===== src/rtl/exc_pkg.sv =====
// Shared definitions for the exception controller: cause codes, FSM
// state encoding and the priority-encoder result bundle.
package exc_pkg;

  localparam logic [4:0] CAUSE_INT = 5'd0;
  localparam logic [4:0] CAUSE_SYS = 5'd8;
  localparam logic [4:0] CAUSE_BRK = 5'd9;
  localparam logic [4:0] CAUSE_TEQ = 5'd13;

  localparam int INT_W = 6;

  typedef enum logic [1:0] {
    ST_IDLE   = 2'd0,
    ST_ENTER  = 2'd1,
    ST_FLUSH  = 2'd2,
    ST_RETURN = 2'd3
  } exc_state_t;

  // Winner of the IDLE-state arbitration.
  typedef struct packed {
    logic       take_exc;   // exception or interrupt entry
    logic       take_eret;  // return from exception
    logic       sync;       // entry is a synchronous request (gets ack)
    logic [4:0] cause;
  } prio_sel_t;

  // An interrupt is taken only when a pending line is unmasked and IE is set.
  function automatic logic int_enabled(input logic [INT_W-1:0] pend,
                                       input logic [INT_W-1:0] im,
                                       input logic             ie);
    return ie && (|(pend & im));
  endfunction

endpackage


===== src/rtl/exc_prio_enc.sv =====
// Fixed-priority selection of the next exception action and its cause:
// syscall > break > teq > eret > enabled interrupt.
module exc_prio_enc
  import exc_pkg::*;
(
  input  logic      syscall,
  input  logic      brk,
  input  logic      teq,
  input  logic      eret,
  input  logic      int_en,
  output prio_sel_t sel
);

  // Priority chain; first hit wins, eret only when no exception is asked for.
  always_comb begin
    sel       = '0;
    sel.cause = CAUSE_INT;
    if (syscall) begin
      sel.take_exc = 1'b1;
      sel.sync     = 1'b1;
      sel.cause    = CAUSE_SYS;
    end else if (brk) begin
      sel.take_exc = 1'b1;
      sel.sync     = 1'b1;
      sel.cause    = CAUSE_BRK;
    end else if (teq) begin
      sel.take_exc = 1'b1;
      sel.sync     = 1'b1;
      sel.cause    = CAUSE_TEQ;
    end else if (eret) begin
      sel.take_eret = 1'b1;
    end else if (int_en) begin
      sel.take_exc = 1'b1;
      sel.cause    = CAUSE_INT;
    end
  end

endmodule


===== src/rtl/exc_ctrl.sv =====
// Exception sequencer: arbitrates requests in IDLE, then runs a fixed
// ENTER -> FLUSH sequence for exceptions or a one-cycle RETURN for eret.
// All outputs are registered and decoded from the next state.
module exc_ctrl
  import exc_pkg::*;
(
  input  logic        clk,
  input  logic        rst,
  input  logic [31:0] pc_i,
  input  logic        syscall_i,
  input  logic        break_i,
  input  logic        teq_i,
  input  logic        eret_i,
  input  logic [5:0]  int_i,
  input  logic [31:0] status_i,
  output logic        exc_o,
  output logic        eret_o,
  output logic [4:0]  cause_o,
  output logic [31:0] epc_o,
  output logic        ack_o,
  output logic        stall_o,
  output logic        flush_o,
  output logic        busy_o,
  output logic [5:0]  int_pend_o
);

  exc_state_t       state, nxt_state;
  prio_sel_t        sel;
  logic             int_en;
  logic             take_entry;
  logic [INT_W-1:0] int_clr;
  logic             n_exc, n_eret, n_ack, n_stall, n_flush, n_busy;

  // Only IE and IM participate; the remaining status bits are don't-care.
  logic unused_status;
  assign unused_status = ^{status_i[31:16], status_i[9:1]};

  assign int_en = int_enabled(int_pend_o, status_i[15:10], status_i[0]);

  exc_prio_enc u_prio (
    .syscall (syscall_i),
    .brk     (break_i),
    .teq     (teq_i),
    .eret    (eret_i),
    .int_en  (int_en),
    .sel     (sel)
  );

  // Next state plus next registered outputs; requests are only looked at in IDLE.
  always_comb begin
    nxt_state  = state;
    take_entry = 1'b0;
    n_ack      = 1'b0;
    int_clr    = '0;
    case (state)
      ST_IDLE: begin
        if (sel.take_exc) begin
          nxt_state  = ST_ENTER;
          take_entry = 1'b1;
          n_ack      = sel.sync;
          // Interrupt entry consumes every pending bit the mask lets through.
          if (!sel.sync) int_clr = status_i[15:10];
        end else if (sel.take_eret) begin
          nxt_state = ST_RETURN;
          n_ack     = 1'b1;
        end
      end
      ST_ENTER:  nxt_state = ST_FLUSH;
      ST_FLUSH:  nxt_state = ST_IDLE;
      ST_RETURN: nxt_state = ST_IDLE;
      default:   nxt_state = ST_IDLE;
    endcase
    n_exc   = (nxt_state == ST_ENTER);
    n_eret  = (nxt_state == ST_RETURN);
    n_stall = (nxt_state == ST_ENTER) || (nxt_state == ST_FLUSH);
    n_flush = (nxt_state == ST_FLUSH) || (nxt_state == ST_RETURN);
    n_busy  = (nxt_state != ST_IDLE);
  end

  // State, output, cause/epc and pending-interrupt registers.
  always_ff @(posedge clk) begin
    if (!rst) begin
      state      <= ST_IDLE;
      exc_o      <= 1'b0;
      eret_o     <= 1'b0;
      ack_o      <= 1'b0;
      stall_o    <= 1'b0;
      flush_o    <= 1'b0;
      busy_o     <= 1'b0;
      cause_o    <= '0;
      epc_o      <= '0;
      int_pend_o <= '0;
    end else begin
      state   <= nxt_state;
      exc_o   <= n_exc;
      eret_o  <= n_eret;
      ack_o   <= n_ack;
      stall_o <= n_stall;
      flush_o <= n_flush;
      busy_o  <= n_busy;
      if (take_entry) begin
        cause_o <= sel.cause;
        epc_o   <= pc_i;
      end
      // Clear happens after the OR, so a line still high re-sets next cycle.
      int_pend_o <= (int_pend_o | int_i) & ~int_clr;
    end
  end

endmodule


===== config.mk =====
export PLATFORM = sky130hd
export DESIGN_NAME = exc_ctrl
export DESIGN_NICKNAME = d
export VERILOG_FILES = /design/src/rtl/exc_pkg.sv /design/src/rtl/exc_prio_enc.sv /design/src/rtl/exc_ctrl.sv
export SDC_FILE = /design/constraint.sdc
export NUM_CORES = 1
export LEC_CHECK = 0
export CAP_MARGIN = 15
export CORE_MARGIN = 2
export CORE_UTILIZATION = 34
export DETAILED_ROUTE_END_ITERATION = 8
export PLACE_DENSITY = 0.87
export SLEW_MARGIN = 5
export SYNTH_ARGS = -nofsm -noshare
export SYNTH_HDL_FRONTEND = slang
export SYNTH_HIERARCHICAL = 1
export SYNTH_SLANG_ARGS = --single-unit
export TNS_END_PERCENT = 20

===== constraint.sdc =====
create_clock -name clk -period 1.9 [get_ports clk]
set_input_delay 0.285 -clock clk [delete_from_list [all_inputs] [get_ports clk]]
set_output_delay 0.285 -clock clk [all_outputs]
set_load 0.02 [all_outputs]

==> results.md, run 1 <==
* Outcome: complete, no violations
* Reg2reg setup slack at 130 ps
* DRC Markers at 0
* Final setup viols at 0
* DR pass1 iterations at 4
* Area of the mapped netlist at 2116 um2
* Drt total wl at 5.007 mm
* Placed insts at 397
* Grt total ovfl at 0
* Area grow syn2layout at 58.37%
* MaxCap Viol Count at 0
* Critical Path End: stall_o
* Setup crit start kind: input port
* Area fraction of the dominant cell type after synthesis at 48.26%
* Final period utilization at 94.93%
* Part of the power in registers at 47.1%
* RSZ-0062 raised after global routing: true
* Yosys warnings at 6
* Clk pin slew, worst setup/hold paths at 80 ps
* Initial Util at 35.53%
* Internal at 1.856 mW
* Clock share of power at 23.4%
* WHS at 205.9 ps
* I/O Buffers at 99
* Logic gate share of total power at 29.5%
* Synth Flop Type: dfxtp_1
* Cell count after synthesis at 225
* Reg-to-Reg End: stall_o
* Post-DRT Antenna Nets at 0
* Met2 usage at 25.88%
* Num CTS Buffers at 5
* Avg Cell Area, Syn at 9.403 um2
* Met1 Use GR at 15.51%
* Switching Fraction at 28.43%
* Vias per inst at 4.612
* Sequential Area at 1025 um2
* Io pins at 125
* Skew final at 6.150 ps
* Unique masters post-synth at 28
* Placer Congestion at 0.7534
* Rows at 28
* Synth top area cells: dfxtp_1, a21boi_2, nand2_1
* Multi-input gate area at 968.4 um2
* Pwr/cell area at 773.9 nW/um2
* Finished Layout Cells at 405
* Total Power Consumption at 2.593 mW
* Root Driver: clkbuf_8
* Initial drt markers at 36
* Setup TNS at 0 ps
* Post-DP HPWL at 3.656 mm
* Worst skew pair latency at 290 ps
* Cell taking the most area after synthesis: dfxtp_1
* Reg2Reg Depth at 10
* EDFF count, synth at 0
* Tightest Hold Check Type: in -> reg
* CORE AREA at 5956 um2
* FF+latch count, synth at 51
* CTS Buffer Depth at 2
* Sequential share of the synthesized area at 48.26%
* Worst hold stages at 2
* CTS tree: yes
* Die H at 82.89 um
* DP Worst Slack at -414.9 ps
* Switching power at 0.7372 mW
* Async SR Flop Fraction at 0%
* Final min period at 1804 ps
* H-Tree Depth at 2
* Crit path launch: syscall_i
* Worst IR Drop VDD at 0.4216 mV
* Fmax at 554.4 MHz
* LEAKAGE at 1.352 nW
* Ratio of cells with drive above 1 in the final layout at 16.97%
* Worst Path Required at 2090 ps
* Initial antenna violation count at 0
* Crit path capture type: flip-flop
* Nets at 410
* DR vias at 1868
* Kind of critical path: in -> reg
* M3 GR Usage at 5.268%
* Hold-fix buffers, CTS at 0
* Vias in the first global route at 1849
* CP arrival at 1990 ps
* First-pass GRT wire length at 8.100 mm
* Fillers at 549
* Worst Path Max Fanout at 3
* Clk sinks at 51
* Post-DR wirelength/cell at 12.36 um
* All-Layer GR Usage at 14.21%
* Die ar. at 6870 um2
* Most Used Layer, Global Route: met2
* Diode count at 0
* RR Startpoint: int_pend_o[1]
* Final worst slack at 96.27 ps
* Final Hold Fails at 0
* Fin. max-slew vios at 0
* Largest net degree at the start of global routing at 52
* Die W at 82.89 um
## state kept, by name, indices dropped and copies added (netlist names)
register    count
ack_o           1
busy_o          1
cause_o         5
epc_o          32
eret_o          1
exc_o           1
flush_o         1
int_pend_o      6
stall_o         1
state           2
## what timing repair did
item,4_1_cts,5_1_grt
gates resized for setup,1,13
setup endpoints to repair,4,39
pin swaps,2,6
buffers inserted,0,1
## how the worst min path moves through the flow
stage / start / endpoint / slack, ps
6_report: status_i[12] / int_pend_o[2] / 210
4_1_cts: epc_o[27] / epc_o[27] / 460
3_3_place_gp: epc_o[27] / epc_o[27] / 440
5_1_grt: status_i[12] / int_pend_o[2] / 190
3_5_place_dp: epc_o[27] / epc_o[27] / 440
2_1_floorplan: status_i[10] / int_pend_o[0] / 370
## power by group through the flow
stage | logic [mW] | registers [mW] | clock network [mW]
global route | 0.822 | 1.23 | 0.682
floorplan | 0.293 | 1.36 | 0
finish | 0.764 | 1.22 | 0.607
detailed placement | 0.769 | 1.24 | 0
global placement | 0.755 | 1.24 | 0
CTS | 0.773 | 1.22 | 0.642
## critical path: stages
cell             delay [ps]
clkdlybuf4s50_1         450
nor3_2                  230
buf_4                   160
and2_1                  150
nor2_2                   50
nor3_2                  170
inv_1                    90
ha_1                    280
and2_1                  140
## cell families after synthesis
family | after synthesis | synth area share [%]
simple gates | 93 | 19.22
buf+inv | 20 | 7.096
other cells | 1 | 0.1772
flops | 51 | 48.26
fa+ha+maj | 4 | 2.366
compound gates | 56 | 22.89
## metrics by stage
step	util [%]	area (um2)
after floorplan	-	2125
after global placement	54.03	3218
after detailed placement	54.03	3218
after CTS	55.57	3309
after global routing	56.26	3351
final	56.26	3351
## layer usage
layer,wire length (um),vias up
li1,-,934
met1,2139,858
met2,2444,69
met3,357,7
met4,66,0
met5,0,-
## cells in the mapped netlist (all sizes together), types with 2 or more instances
cell type,count
clkbuf,5
and2,6
buf,10
a21boi,37
a21oi,6
nor2,3
o21ai,7
nor3b,2
ha,4
nor3,3
inv,5
nand2,74
dfxtp,51
nor2b,2
a22oi,3
## placed cells by master (no fill, tap or decap)
cell             count
buf_12               4
nor3b_1              1
o21bai_2             1
dlymetal6s2s_1       6
conb_1               2
nand2_1             74
a22oi_1              2
or3b_1               1
a21boi_0             7
clkinv_2             1
nand2b_1             1
buf_4                8
dfxtp_2              3
o21ai_2              1
buf_6                1
o21a_1               1
dfxtp_1             48
nor2b_1              2
nor2_1               2
a21boi_2            26
and2_1               6
clkbuf_8             6
and3_1               1
a22oi_2              1
o21ai_0              6
nor2_2               1
nor3b_4              1
a21oi_1              6
clkdlybuf4s50_1     93
nor3_2               2
nor3_1               1
a31oi_1              1
inv_1                5
a21boi_1             4
ha_1                 4
## layout make-up
cell class / count / share of cell area [%]
inverters: 5 / 0.5601
clock buffers: 6 / 2.465
multi-input cells: 155 / 28.90
clock inverters: 1 / 0.1494
flip-flops and latches: 51 / 30.58
well taps: 75 / 2.801
repair buffers: 112 / 34.54
Power figures use the tool's default switching activity.
==> inputs of run 2 (changes only) <==
--- a/config.mk
+++ b/config.mk
@@ -8,7 +8,9 @@
 export CAP_MARGIN = 15
 export CORE_MARGIN = 2
 export CORE_UTILIZATION = 34
+export CTS_CLUSTER_SIZE = 8
 export DETAILED_ROUTE_END_ITERATION = 8
+export GPL_ROUTABILITY_DRIVEN = 1
 export PLACE_DENSITY = 0.87
 export SLEW_MARGIN = 5
 export SYNTH_ARGS = -nofsm -noshare
==> results of run 2 <==
The final DEF is identical to that of run 1; final timing and power are the same.
